**config.mk**
```make
export PLATFORM = sky130hd
export DESIGN_NAME = alu_rs
export DESIGN_NICKNAME = d
export VERILOG_FILES = /design/src/rtl/alu_rs_pkg.sv /design/src/rtl/alu_rs_select.sv /design/src/rtl/alu_rs.sv
export SDC_FILE = /design/constraint.sdc
export NUM_CORES = 1
export LEC_CHECK = 0
export ABC_CLOCK_PERIOD_IN_PS = 5400
export CAP_MARGIN = 20
export CORE_ASPECT_RATIO = 1.4
export CORE_MARGIN = 3
export CORE_UTILIZATION = 38
export CTS_BUF_LIST = sky130_fd_sc_hd__clkbuf_4 sky130_fd_sc_hd__clkbuf_8
export DETAILED_ROUTE_END_ITERATION = 10
export GPL_TIMING_DRIVEN = 0
export SKIP_CTS_REPAIR_TIMING = 1
export SYNTH_ARGS = -nofsm -noshare
export SYNTH_HDL_FRONTEND = slang
export SYNTH_SLANG_ARGS = --single-unit
export TNS_END_PERCENT = 20
```
**constraint.sdc**
```tcl
create_clock -name clk -period 5.4 [get_ports clk]
set_input_delay 0.81 -clock clk [delete_from_list [all_inputs] [get_ports clk]]
set_output_delay 0.81 -clock clk [all_outputs]
set_load 0.05 [all_outputs]
```
**src/rtl/alu_rs_pkg.sv**
```systemverilog
// Shared types for the ALU reservation station: entry layout, ALU function codes
// and the CDB wakeup helper used by both resident entries and the dispatch path.
package alu_rs_pkg;

  // Tags are stored at a fixed maximum width; the station zero-extends TAG_W tags.
  localparam int TAG_MAX = 16;

  localparam logic [3:0] FUNC_AND  = 4'b0000;
  localparam logic [3:0] FUNC_OR   = 4'b0001;
  localparam logic [3:0] FUNC_XOR  = 4'b0010;
  localparam logic [3:0] FUNC_XNOR = 4'b0011;
  localparam logic [3:0] FUNC_ADD  = 4'b0100;
  localparam logic [3:0] FUNC_SUB  = 4'b1100;
  localparam logic [3:0] FUNC_SLT  = 4'b1101;
  localparam logic [3:0] FUNC_SLTU = 4'b1110;

  typedef struct packed {
    logic               valid;
    logic [3:0]         func;
    logic               s1_rdy;
    logic [31:0]        s1_val;
    logic [TAG_MAX-1:0] s1_tag;
    logic               s2_rdy;
    logic [31:0]        s2_val;
    logic [TAG_MAX-1:0] s2_tag;
    logic [TAG_MAX-1:0] dst_tag;
  } rs_entry_t;

  // Marks any pending operand whose producer tag matches the broadcast as ready.
  function automatic rs_entry_t rs_wake(rs_entry_t e, logic cv,
                                        logic [TAG_MAX-1:0] ct, logic [31:0] cd);
    rs_entry_t r;
    r = e;
    if (e.valid && cv) begin
      if (!e.s1_rdy && e.s1_tag == ct) begin
        r.s1_rdy = 1'b1;
        r.s1_val = cd;
      end
      if (!e.s2_rdy && e.s2_tag == ct) begin
        r.s2_rdy = 1'b1;
        r.s2_val = cd;
      end
    end
    return r;
  endfunction

endpackage

```
**src/rtl/alu_rs_select.sv**
```systemverilog
// Oldest-eligible picker: index 0 is the oldest entry, so the lowest set bit wins.
module alu_rs_select #(
  parameter int N = 4
) (
  input  logic [N-1:0] eligible,
  output logic [N-1:0] grant,
  output logic         any
);

  assign grant = eligible & (~eligible + N'(1));
  assign any   = |eligible;

endmodule

```
**src/rtl/alu_rs.sv**
```systemverilog
// Age-ordered ALU reservation station with a single issue register.
// Optional ALU_RS_WAKEUP_BYPASS_EN: CDB matches count as ready for selection in the same cycle.
module alu_rs
  import alu_rs_pkg::*;
#(
  parameter int DEPTH = 4,
  parameter int TAG_W = 6
) (
  input  logic                   clk,
  input  logic                   reset,
  input  logic                   flush,
  input  logic                   disp_valid,
  output logic                   disp_ready,
  input  logic [3:0]             disp_func,
  input  logic                   disp_src1_rdy,
  input  logic [31:0]            disp_src1_val,
  input  logic [TAG_W-1:0]       disp_src1_tag,
  input  logic                   disp_src2_rdy,
  input  logic [31:0]            disp_src2_val,
  input  logic [TAG_W-1:0]       disp_src2_tag,
  input  logic [TAG_W-1:0]       disp_dst_tag,
  input  logic                   cdb_valid,
  input  logic [TAG_W-1:0]       cdb_tag,
  input  logic [31:0]            cdb_data,
  output logic                   iss_valid,
  input  logic                   iss_ready,
  output logic [31:0]            iss_in1,
  output logic [31:0]            iss_in2,
  output logic [3:0]             iss_func,
  output logic [TAG_W-1:0]       iss_dst_tag,
  output logic [$clog2(DEPTH):0] count
);

  localparam int CW = $clog2(DEPTH) + 1;

  rs_entry_t          q       [DEPTH];
  rs_entry_t          w       [DEPTH+1];
  rs_entry_t          sel_src [DEPTH];
  rs_entry_t          nq      [DEPTH];
  rs_entry_t          disp_raw, disp_e, pick;
  logic [DEPTH-1:0]   elig, grant;
  logic               any_elig, load_iss, iss_fire, disp_fire, past;
  logic [CW-1:0]      widx;
  logic [TAG_MAX-1:0] cdb_tag_x;
  logic               unused_pick;

  assign cdb_tag_x  = TAG_MAX'(cdb_tag);
  assign disp_ready = (count < CW'(DEPTH));
  assign disp_fire  = disp_valid && disp_ready;
  assign load_iss   = !iss_valid || iss_ready;
  assign iss_fire   = load_iss && any_elig;
  assign widx       = count - CW'(iss_fire);

  // Resident entries after this cycle's wakeup; w[DEPTH] is the empty slot shifted in on removal.
  always_comb begin
    for (int i = 0; i < DEPTH; i++) w[i] = rs_wake(q[i], cdb_valid, cdb_tag_x, cdb_data);
    w[DEPTH] = '0;
  end

`ifdef ALU_RS_WAKEUP_BYPASS_EN
  always_comb for (int i = 0; i < DEPTH; i++) sel_src[i] = w[i];
`else
  always_comb for (int i = 0; i < DEPTH; i++) sel_src[i] = q[i];
`endif

  always_comb
    for (int i = 0; i < DEPTH; i++)
      elig[i] = sel_src[i].valid && sel_src[i].s1_rdy && sel_src[i].s2_rdy;

  alu_rs_select #(.N(DEPTH)) u_sel (
    .eligible (elig),
    .grant    (grant),
    .any      (any_elig)
  );

  always_comb begin
    pick = '0;
    for (int i = 0; i < DEPTH; i++)
      if (grant[i]) pick = sel_src[i];
  end

  // A dispatch operand can be woken by the broadcast happening in its own dispatch cycle.
  always_comb begin
    disp_raw         = '0;
    disp_raw.valid   = 1'b1;
    disp_raw.func    = disp_func;
    disp_raw.s1_rdy  = disp_src1_rdy;
    disp_raw.s1_val  = disp_src1_val;
    disp_raw.s1_tag  = TAG_MAX'(disp_src1_tag);
    disp_raw.s2_rdy  = disp_src2_rdy;
    disp_raw.s2_val  = disp_src2_val;
    disp_raw.s2_tag  = TAG_MAX'(disp_src2_tag);
    disp_raw.dst_tag = TAG_MAX'(disp_dst_tag);
    disp_e           = rs_wake(disp_raw, cdb_valid, cdb_tag_x, cdb_data);
  end

  // Slots at and above the granted one take their younger neighbour; the new entry lands at the tail.
  always_comb begin
    past = 1'b0;
    for (int i = 0; i < DEPTH; i++) begin
      past  = past | (iss_fire & grant[i]);
      nq[i] = past ? w[i+1] : w[i];
      if (disp_fire && widx == CW'(i)) nq[i] = disp_e;
    end
  end

  assign unused_pick = ^{pick.valid, pick.s1_rdy, pick.s1_tag, pick.s2_rdy,
                         pick.s2_tag, pick.dst_tag};

  always_ff @(posedge clk) begin
    if (reset) begin
      for (int i = 0; i < DEPTH; i++) q[i] <= '0;
      count       <= '0;
      iss_valid   <= 1'b0;
      iss_in1     <= '0;
      iss_in2     <= '0;
      iss_func    <= '0;
      iss_dst_tag <= '0;
    end else if (flush) begin
      for (int i = 0; i < DEPTH; i++) q[i] <= '0;
      count     <= '0;
      iss_valid <= 1'b0;
    end else begin
      for (int i = 0; i < DEPTH; i++) q[i] <= nq[i];
      count <= count + CW'(disp_fire) - CW'(iss_fire);
      if (load_iss) begin
        iss_valid <= any_elig;
        if (any_elig) begin
          iss_in1     <= pick.s1_val;
          iss_in2     <= pick.s2_val;
          iss_func    <= pick.func;
          iss_dst_tag <= pick.dst_tag[TAG_W-1:0];
        end
      end
    end
  end

endmodule
```
==> results list <==
- Vias in the first global route: 22100
- Of the total power, the share spent switching nets is 0.278.
- Fraction of layout instances using a drive strength above 1: 0.0800
- Clock tree synthesis found a total of 437 sinks.
* Buffering stage count on the worst path with inverters included: 5
- Tightest slew margin relative to the limit: 0.238
- VDD sags by at most 0.160 mV.
- Of all flip-flops after synthesis, the portion carrying an async set or reset was 0.
- Horizontal die dimension: 215 µm
* Run status: finished clean
- Startpoint types: input port
- Number of DRC markers after the initial detailed-route iteration: 3127
- Based on the critical path, the design can be clocked at up to 0.199 GHz.
* DIE HEIGHT: 299 µm
* Fin. Hold Viols: 0
* Number of nets at the end of the flow: 2777
- DRC Markers: 0
- Unrepaired setup endpoints after global routing: false
* Final-report setup violation count: 0
- Clock edge transition at the registers on the reported setup and hold paths: 0.06 ns
- Total global routing overflow: 0
- Power consumption: 7940 µW
- Across every metal layer, demand over resource in global routing totals 0.299.
* Pwr per Cell Area: 280 mW/mm²
* Global routing usage on met3: 0.0551
- The share of total power dissipated in the clock network is 0.398.
- The layout has 5804 filler cells.
- Kind of capture point of the worst setup path: flop
- Of the total power, combinational logic draws 0.119.
* Final period util: 0.929
- Net switching power: 2210 µW
- Synthesis produced 2240 cells.
- The critical path is of the in2reg type.
- Floorplan core area: 0.0602 mm²
- Die footprint: 0.0644 mm²
* Starting density of the core: 0.387
- Post-DRT Antenna Nets: 0
- After routing the design area is 0.0283 mm².
- Worst setup timing slack at the placement stage: -0.0697 ns
* Dominant delay contributor by cell family on the critical path: buffers and inverters
- The tool flagged a number of max-cap violations equal to 0.
* Mean instance size in the synthesized netlist: 10.4 µm²
- Predominant post-synthesis flop cell: sky130_fd_sc_hd__edfxtp_1
- For this run, the slowest stage of the critical path takes 0.86 ns.
- Total internal power: 5730 µW
- The setup check on the worst reg-to-reg path leaves a slack of 0.42 ns.
- The layer flagged by global routing as most heavily used is met2.
- Data arrival time of the worst path: 5.38 ns
- Yosys warning total: 0
- The worst path needs 5.02 ns of the cycle, external delays included.
- Maximum fanout count along the critical path: 10
- Met2 usage: 0.489
- At the later pin of the worst-skew pair, clock insertion delay measures 0.68 ns.
- The synthesized design contains 437 register bits.
- Clock root cell: sky130_fd_sc_hd__clkbuf_8
* Clock buffer depth: 3
* HPWL reported at the end of detailed placement: 71000 µm
- Count of TritonRoute iterations in the first routing pass: 9
- Maximum number of pins on one net before global-route repair: 33
- CP max-delay cell: sky130_fd_sc_hd__clkbuf_1
* Final slew viol count: 0
- Synth-to-layout area growth: 21.6%
* Cell repeated most along the worst path: sky130_fd_sc_hd__clkbuf_1
- Via/cell ratio: 6.29
- Worst hold path class: reg2reg
- Leakage Power: 0.0102 µW
- Global routing usage on met1: 0.353
- The first global-routing pass estimated 144000 µm of wire.
- Slew at the pin closest to its max-slew limit: 1.14 ns
* Final weighted congestion of routability-driven global placement: 0.943
- Placement row count: 106
* H-tree depth: 3
- During I/O placement, the number of pins put on the boundary was 211.
- Between clock sinks in the finished design, the worst skew comes to 0.0455 ns.
- Of the synthesized area, sequential elements account for 0.491.
- Once routing completed, OpenROAD measured the worst setup slack at 0.383 ns.
* Instance area at placement: 0.0268 mm²
- At the worst endpoint, the required time is 5.77 ns.
* Chain of cells forming the critical path: clkdlybuf4s50_1, nor2b_1, a21o_1, inv_1, ha_1, ha_1, nor3b_2, and3b_1, clkbuf_1, clkbuf_1, clkbuf_1, a211oi_1
* TritonCTS Buffers: 75
- TritonCTS built the clock tree.
- Number of enable-type register cells in the synthesized netlist: 269
- Sequential group share of total power: 0.483
* Antenna violations before repair: 2
* Number of buffers added on ports: 185
* Total wire length after detailed routing: 99800 µm
* Via count: 22100
- Counting distinct cell types in the post-synthesis netlist gives 55.
- The count of cells in the finished layout, fillers not included, comes to 3511.
- On the final layout, the worst hold slack is 0.475 ns.
- After detailed routing, the average wire length per cell comes to 28.4 µm.
- Mapped Area: 0.0233 mm²
* Cell total after placement: 3372
-- cells in the mapped netlist, drive strengths merged, types with 4 or more instances --
library cell | instances | share of area
a311oi | 21 | 0.0079
and3b | 5 | 0.0019
ha | 4 | 0.0021
clkbuf | 191 | 0.031
a21oi | 38 | 0.0082
nor2 | 180 | 0.029
o22a | 32 | 0.012
nor3 | 41 | 0.0097
buf | 64 | 0.013
a222oi | 96 | 0.041
o211a | 19 | 0.0082
and3 | 4 | 0.0011
a31oi | 4 | 0.0011
mux2 | 11 | 0.0053
o21ai | 61 | 0.013
inv | 29 | 0.0047
xnor2 | 36 | 0.014
nor4 | 6 | 0.0016
a22oi | 32 | 0.010
nand4 | 8 | 0.0021
a22o | 96 | 0.036
mux2i | 195 | 0.084
a211oi | 45 | 0.014
edfxtp | 269 | 0.35
dfxtp | 168 | 0.14
nand2 | 204 | 0.033
xor2 | 26 | 0.0098
a221oi | 22 | 0.0083
o22ai | 131 | 0.035
o221ai | 96 | 0.044
nand3 | 52 | 0.011
and2 | 26 | 0.0070
-- worst paths after layout --
kind	startpoint	to	cells after the start
max	iss_ready	q[1][92]	12
min	iss_in1[10]	iss_in1[10]	1
min reg2reg	iss_in1[10]	iss_in1[10]	1
max reg2reg	q[1][113]	q[1][92]	12
-- metrics by stage --
step,TNS [ns],utilization
after floorplan,0,-
after global placement,-135.23,0.443
after detailed placement,-0.422,0.445
after CTS,0,0.470
after global routing,0,0.471
final,0,0.471
-- layer usage --
layer	share of wire	routed length (µm)	up-vias
met4	0.078	7770	2
li1	-	-	9497
met5	0.00013	13	-
met1	0.36	35900	10700
met2	0.47	46900	1495
met3	0.092	9220	354
-- layout by cell type, fill, tap and decap left out, drive strengths merged, types with 22 or more instances in the layout --
cell type and instances:
a221oi 22, a21oi 38, xnor2 36, edfxtp 269, buf 71, nand3 52, o221ai 96, dfxtp 168
nor2 180, conb 132, a22oi 32, clkbuf 309, xor2 26, a211oi 45, o21ai 61, mux2i 195
nor3 41, o22a 32, inv 29, nand2 204, a22o 96, o22ai 131, clkdlybuf4s50 185, and2 26
a222oi 96
-- kinds of logic (layout without fill, tap and decap cells) --
kind of cell               Yosys count  after routing  share of synthesized area
and+or+nand+nor                    546            546                      0.103
xor gates and xnor gates            62             62                     0.0233
buffers and inverters              284            613                     0.0484
AOI/OAI and AO/OA                  699            699                      0.242
adders and majority gates            5              5                    0.00301
other                                1            133                   0.000161
muxes                              206            206                     0.0891
DFF                                437            437                      0.491
-- power groups by stage --
stage	combinational (µW)	clock (µW)	sequential, µW
floorplan	508	0	3880
global placement	884	0	3900
detailed placement	913	0	3900
CTS	917	3200	3830
global route	995	3330	3850
finish	943	3160	3840
-- final cells by class --
class                      instances  area [µm²]  share of cell area
timing repair buffer             192        1980              0.0698
clock inverter                    19        90.1             0.00318
multi-input combinational       1650       11200               0.397
clock buffer                     118        1440              0.0509
antenna                            1        2.50           0.0000883
tap                              810        1010              0.0358
sequential                       437       11400               0.404
inverter                          29         109             0.00384
buffer                           255        1020              0.0360
-- registers in the layout, indices dropped and copies added, names as in the netlist --
register	cells
q	359
iss_func	4
iss_valid	1
iss_in2	32
iss_in1	32
iss_dst_tag	6
count	3
(Power assumes the default switching activity.)
